### config.mk
export PLATFORM = sky130hd
export DESIGN_NAME = dpsram_arbiter
export DESIGN_NICKNAME = d
export VERILOG_FILES = /design/src/rtl/dpsram_arbiter.sv
export SDC_FILE = /design/constraint.sdc
export NUM_CORES = 1
export LEC_CHECK = 0
export CAP_MARGIN = 20
export CORE_AREA = 4 4 120 122
export DETAILED_ROUTE_END_ITERATION = 6
export DIE_AREA = 0 0 124 126
export PLACE_DENSITY = 0.62
export SYNTH_ARGS = -nofsm -noshare
export SYNTH_HDL_FRONTEND = slang
export SYNTH_SLANG_ARGS = --single-unit
### constraint.sdc
create_clock -name CLK -period 6.35 [get_ports CLK]
set_input_delay 1.905 -clock CLK [delete_from_list [all_inputs] [get_ports CLK]]
set_output_delay 1.905 -clock CLK [all_outputs]
set_load 0.02 [all_outputs]
### src/rtl/dpsram_arbiter.sv
// ----------------------------------------------------------------------------
// dpsram_arbiter
//
// Sits in front of a single dual-port SRAM (one write port, one read port)
// and shares each port between two clients with round-robin arbitration.
// The SRAM cannot read and write the same address in the same cycle.
// When that would happen, the write wins. The blocked read address is
// then protected for one cycle, so the read is guaranteed to issue next.
// Read data returns one cycle after issue, tagged with the client id.
//
// Ports
//   CLK, RST                 clock (rising edge), async active-high reset
//   wrK_valid/ready          write handshake, ready is combinational
//   wrK_addr/data/mask       write address, data, per-bit enable (1 = write)
//   rdK_valid/ready          read handshake, ready is combinational
//   rdK_addr                 read address
//   rsp_valid/id             registered read-response valid and client id
//   rsp_data                 read data, straight from sram_q
//   sram_web/aa/d/bweb       SRAM write port (web=1 writes, bweb bit 1 = write)
//   sram_reb/ab              SRAM read port (reb=1 reads)
//   sram_q                   SRAM read data (one cycle after sram_reb)
// ----------------------------------------------------------------------------
module dpsram_arbiter #(
   parameter int BITWIDTH = 32,
   parameter int DEPTH    = 8
) (
   input  logic                CLK,
   input  logic                RST,

   input  logic                wr0_valid,
   output logic                wr0_ready,
   input  logic [DEPTH-1:0]    wr0_addr,
   input  logic [BITWIDTH-1:0] wr0_data,
   input  logic [BITWIDTH-1:0] wr0_mask,

   input  logic                wr1_valid,
   output logic                wr1_ready,
   input  logic [DEPTH-1:0]    wr1_addr,
   input  logic [BITWIDTH-1:0] wr1_data,
   input  logic [BITWIDTH-1:0] wr1_mask,

   input  logic                rd0_valid,
   output logic                rd0_ready,
   input  logic [DEPTH-1:0]    rd0_addr,

   input  logic                rd1_valid,
   output logic                rd1_ready,
   input  logic [DEPTH-1:0]    rd1_addr,

   output logic                rsp_valid,
   output logic                rsp_id,
   output logic [BITWIDTH-1:0] rsp_data,

   output logic                sram_web,
   output logic [DEPTH-1:0]    sram_aa,
   output logic [BITWIDTH-1:0] sram_d,
   output logic [BITWIDTH-1:0] sram_bweb,
   output logic                sram_reb,
   output logic [DEPTH-1:0]    sram_ab,
   input  logic [BITWIDTH-1:0] sram_q
);

   // -------------------------------------------------------------------------
   // State
   // -------------------------------------------------------------------------
   logic             wr_ptr_q,    wr_ptr_d;
   logic             rd_ptr_q,    rd_ptr_d;
   logic             rd_prio_q,   rd_prio_d;
   logic [DEPTH-1:0] prio_addr_q, prio_addr_d;
   logic             rsp_valid_q, rsp_valid_d;
   logic             rsp_id_q,    rsp_id_d;

   // -------------------------------------------------------------------------
   // Write arbitration
   // -------------------------------------------------------------------------
   logic                wr0_elig;
   logic                wr1_elig;
   logic                wr_gnt;
   logic                wr_gnt_id;
   logic [DEPTH-1:0]    wr_addr;
   logic [BITWIDTH-1:0] wr_data;
   logic [BITWIDTH-1:0] wr_mask;

   always_comb begin
      // Requests are ignored entirely while reset is held.
      wr0_elig = wr0_valid & ~RST;
      wr1_elig = wr1_valid & ~RST;

      // A read that lost a conflict last cycle owns prio_addr for this
      // cycle; writers to that address are held off so the read can go.
      if (rd_prio_q && (wr0_addr == prio_addr_q)) begin
         wr0_elig = 1'b0;
      end
      if (rd_prio_q && (wr1_addr == prio_addr_q)) begin
         wr1_elig = 1'b0;
      end

      wr_gnt    = wr0_elig | wr1_elig;
      wr_gnt_id = (wr0_elig & wr1_elig) ? wr_ptr_q : wr1_elig;

      wr_addr = '0;
      wr_data = '0;
      wr_mask = '0;
      if (wr_gnt) begin
         if (wr_gnt_id) begin
            wr_addr = wr1_addr;
            wr_data = wr1_data;
            wr_mask = wr1_mask;
         end else begin
            wr_addr = wr0_addr;
            wr_data = wr0_data;
            wr_mask = wr0_mask;
         end
      end
   end

   assign wr0_ready = wr_gnt & ~wr_gnt_id;
   assign wr1_ready = wr_gnt &  wr_gnt_id;
   assign sram_web  = wr_gnt;
   assign sram_aa   = wr_addr;
   assign sram_d    = wr_data;
   assign sram_bweb = wr_mask;

   // -------------------------------------------------------------------------
   // Read arbitration
   // -------------------------------------------------------------------------
   logic             rd0_act;
   logic             rd1_act;
   logic             rd_cand;
   logic             rd_cand_id;
   logic [DEPTH-1:0] rd_cand_addr;
   logic             rd_conflict;
   logic             rd_issue;

   always_comb begin
      rd0_act = rd0_valid & ~RST;
      rd1_act = rd1_valid & ~RST;

      rd_cand      = rd0_act | rd1_act;
      rd_cand_id   = (rd0_act & rd1_act) ? rd_ptr_q : rd1_act;
      rd_cand_addr = rd_cand_id ? rd1_addr : rd0_addr;

      // Same-cycle read/write of one address is illegal for the macro;
      // the write already won, so the read backs off this cycle.
      rd_conflict = rd_cand & wr_gnt & (rd_cand_addr == wr_addr);
      rd_issue    = rd_cand & ~rd_conflict;
   end

   assign rd0_ready = rd_issue & ~rd_cand_id;
   assign rd1_ready = rd_issue &  rd_cand_id;
   assign sram_reb  = rd_issue;
   assign sram_ab   = rd_issue ? rd_cand_addr : '0;

   // -------------------------------------------------------------------------
   // Next state
   // -------------------------------------------------------------------------
   always_comb begin
      wr_ptr_d    = wr_ptr_q;
      rd_ptr_d    = rd_ptr_q;
      rd_prio_d   = rd_prio_q;
      prio_addr_d = prio_addr_q;
      rsp_valid_d = rd_issue;
      rsp_id_d    = rsp_id_q;

      if (wr_gnt) begin
         wr_ptr_d = ~wr_gnt_id;
      end

      if (rd_issue) begin
         rd_ptr_d  = ~rd_cand_id;
         rsp_id_d  = rd_cand_id;
         rd_prio_d = 1'b0;
      end else if (rd_conflict) begin
         rd_prio_d   = 1'b1;
         prio_addr_d = rd_cand_addr;
      end
   end

   always_ff @(posedge CLK or posedge RST) begin
      if (RST) begin
         wr_ptr_q    <= 1'b0;
         rd_ptr_q    <= 1'b0;
         rd_prio_q   <= 1'b0;
         prio_addr_q <= '0;
         rsp_valid_q <= 1'b0;
         rsp_id_q    <= 1'b0;
      end else begin
         wr_ptr_q    <= wr_ptr_d;
         rd_ptr_q    <= rd_ptr_d;
         rd_prio_q   <= rd_prio_d;
         prio_addr_q <= prio_addr_d;
         rsp_valid_q <= rsp_valid_d;
         rsp_id_q    <= rsp_id_d;
      end
   end

   // -------------------------------------------------------------------------
   // Response path
   // -------------------------------------------------------------------------
   assign rsp_valid = rsp_valid_q;
   assign rsp_id    = rsp_id_q;
   assign rsp_data  = sram_q;

endmodule

==> results.md <==
* Share of flip-flops with an asynchronous set or reset after synthesis at 1.00
* Starting utilization of the core area at 0.167
* Layout area overhead at 156%
* Remaining global-route overflow at 0
* Post-route clock period utilization at 0.997
* Number of CTS-inserted buffers at 3
* Maximum clock frequency at 158 MHz
* Number of distinct library cells after synthesis at 45
* Summed instance area of the synthesized netlist at 2200 um^2
* Final number of hold-violating endpoints at 0
* Most instantiated library cell after synthesis: sky130_fd_sc_hd__a22o_1
* CTS sink count at 13
* Type of element launching the critical path: input port
* Total power at 0.689 mW
* Final weighted congestion in routability-driven placement at 0.844
* Pre-CTS worst setup slack at -801 ps
* Top cells by instance count after synthesis: 66 x sky130_fd_sc_hd__a22o_1, 33 x sky130_fd_sc_hd__buf_4, 16 x sky130_fd_sc_hd__clkbuf_1, 16 x sky130_fd_sc_hd__xnor2_1
* Half-perimeter wire length of the detailed placement result at 13.1 mm
* CTS clk-pin slew, worst paths at 50 ps
* Minimum clock period after layout at 6330 ps
* Total Routing Usage GR at 0.188
* Slew @ Worst Pin at 388 ps
* Die outline area at 15600 um^2
* Violation count after the first detailed-routing iteration at 111
* Crit end category: output port
* Library cell occupying the most area in the post-synthesis netlist: sky130_fd_sc_hd__a22o_1
* Rel. slew slack at 0.740
* Max-capacitance violation count at 0
* Type of the most critical hold path: flop to flop
* Ratio of total power to cell area at 122 nW/um^2
* FILL cells at 1271
* Number of cells in the design after placement at 700
* Dominant register cell in the synthesized netlist: sky130_fd_sc_hd__dfrtp_1
* Final count of negative-setup-slack endpoints at 0
* Detailed-route wire length per cell at 22.0 um
* Cell count after synthesis at 264
* Core area at 13200 um^2
* Antenna violations before repair at 10
* Clock latency on the worst-skew pair at 250 ps
* Number of top-level design ports at 318
* Root buf cell: sky130_fd_sc_hd__clkbuf_16
* Maximum clock path buffer count at 2
* Count of nets after finishing at 747
* Final WL at 16.0 mm
* Flip-flop and latch count after synthesis at 13
* Iteration count of the initial detailed-routing pass at 4
* Die Y at 126 um
* Final worst setup slack at 17.2 ps
* Worst clock skew at 1.86 ps
* Top cell by count, worst path: sky130_fd_sc_hd__buf_4
* Cell row count at 42
* Utilization of the core after routing at 0.427
* Peak per-stage delay on the critical path at 330 ps
* Outcome: finished clean
* Post-synthesis area per instance at 8.35 um^2
* Startpoint of the worst hold path: rd_prio_q$_DFFE_PP0P_
* Post-synth EDFFs at 0
* Width of the die at 124 um
* Ratio of routed vias to standard cells at 4.64
* CP cell instances: clkdlybuf4s15_2 -> xnor2_2 -> nand4_1 -> o31ai_1 -> buf_4 -> buf_6 -> nor4b_2 -> buf_4 -> o21ai_0 -> nand4b_1 -> nor4_4 -> buf_6 -> nor3_1 -> buf_4
* Leakage dissipation at 2.48 nW
* Standard cell with the maximum stage delay on the critical path: sky130_fd_sc_hd__nor4_4
* Via count of the first global-routing pass at 3611
* Sequential share of the synthesized area at 0.148
* Launch instance of the worst register-to-register path: prio_addr_q[1]$_DFFE_PP0P_
* Net count of the mapped netlist at 462
* Via Count at 3365
* Area contributors post-synth: sky130_fd_sc_hd__a22o_1 26%, sky130_fd_sc_hd__dfrtp_1 15%, sky130_fd_sc_hd__buf_4 11%
* Global-route wire length before repair at 21.8 mm
* Minimum hold slack at 555 ps
* Synthesis Warnings at 0
* Arrival @ worst endpoint at 4430 ps
* Layout cell share with drive strength beyond 1 at 0.312
* Critical Path Source: wr0_addr[0]
* Largest net degree at the start of global routing at 34
* Share of Yosys cell area claimed by the top area cell type at 0.262
* Critical path required time at 4450 ps
* TritonCTS clock tree: done
* Critical path fanouts, max at 8
* Crit Path Category: input port to output port
* Number of max-slew violations in the final report at 0
* Maximum VDD drop at 0.0000810 V
* Final antenna-violating net count at 0
* H-Tree Level Count at 1
* DRC violations left at 0
* Number of port buffers at 253
* Fin cells at 725
==> flip-flops by register name (all words and copies together), names as in the netlist <==
| name | flops |
|---|---|
| rsp_id | 1 |
| rsp_valid | 1 |
| rd_prio_q | 1 |
| prio_addr_q | 8 |
| rd_ptr_q | 1 |
| wr_ptr_q | 1 |
==> kinds of logic after synthesis <==
group / after synthesis / share of synthesized area
mux: 16 / 0.0744
xor+xnor: 16 / 0.0636
compound gates: 97 / 0.370
flops: 13 / 0.148
simple gates: 61 / 0.181
buf+inv: 61 / 0.164
==> power by group <==
part	total (mW)	switching, mW	internal [mW]
Sequential	0.102	0.0114	0.0905
Clock	0.123	0.0377	0.0850
Combinational	0.464	0.202	0.262
==> cell usage in the layout, fill, tap and decap left out, types with 6 or more instances in the layout <==
cell type / synthesis / routed
sky130_fd_sc_hd__buf_2: 0 / 12
sky130_fd_sc_hd__dlygate4sd2_1: 0 / 31
sky130_fd_sc_hd__buf_12: 0 / 6
sky130_fd_sc_hd__buf_4: 33 / 70
sky130_fd_sc_hd__inv_1: 9 / 8
sky130_fd_sc_hd__clkbuf_2: 0 / 11
sky130_fd_sc_hd__mux2i_1: 13 / 13
sky130_fd_sc_hd__nor3_1: 9 / 8
sky130_fd_sc_hd__dfrtp_1: 13 / 13
sky130_fd_sc_hd__clkdlybuf4s50_1: 0 / 193
sky130_fd_sc_hd__xnor2_2: 0 / 12
sky130_fd_sc_hd__a22o_1: 66 / 66
sky130_fd_sc_hd__or2_2: 7 / 7
==> path summary, 6_finish.rpt <==
check / endpoint / slack, ps / cells after the start
setup reg to reg: prio_addr_q[0]$_DFFE_PP0P_ / 3030 / 14
max in group asynchronous: rd_prio_q$_DFFE_PP0P_ / 3810 / 5
min in group asynchronous: rsp_id$_DFFE_PP0P_ / 2370 / 5
hold / removal: rd_prio_q$_DFFE_PP0P_ / 550 / 1
hold reg to reg: rd_prio_q$_DFFE_PP0P_ / 550 / 1
setup / recovery: sram_ab[7] / 20 / 14
==> per-stage QoR <==
step,area (um^2),TNS (ps)
2_1_floorplan,2200,0
3_3_place_gp,5140,-37370
3_5_place_dp,5140,-40790
4_1_cts,5510,0
5_1_grt,5630,-267
6_report,5630,0
==> worst max-delay path: cells and delay by family <==
family / cells / cell delay, ps
xor+xnor: 1 / 140
compound gates: 2 / 440
simple gates: 5 / 900
buf+inv: 6 / 1040
==> routing by layer <==
layer,wire [um],track usage
met1,6650,0.242
met2,7040,0.290
met3,1970,0.0951
met4,167,0.0219
met5,118,0
==> timing repair <==
item,4_1_cts,5_1_grt
gates resized for setup,165,51
gates cloned,1,0
endpoints found under the hold margin,0,0
setup buffers,14,6
pin swaps,35,25
endpoints found under the setup margin,84,45
hold buffers,0,0
==> final cells by class <==
class                           count  area (um^2)  area share
Timing Repair Buffer              332         3090       0.549
Antenna cell                        1         2.50    0.000444
Tap cell                          176          220      0.0391
Clock buffer                        4         78.8      0.0140
Multi-Input combinational cell    190         1880       0.334
Inverter                            9         33.8     0.00600
Sequential cell                    13          325      0.0578
(Power assumes the default switching activity.)
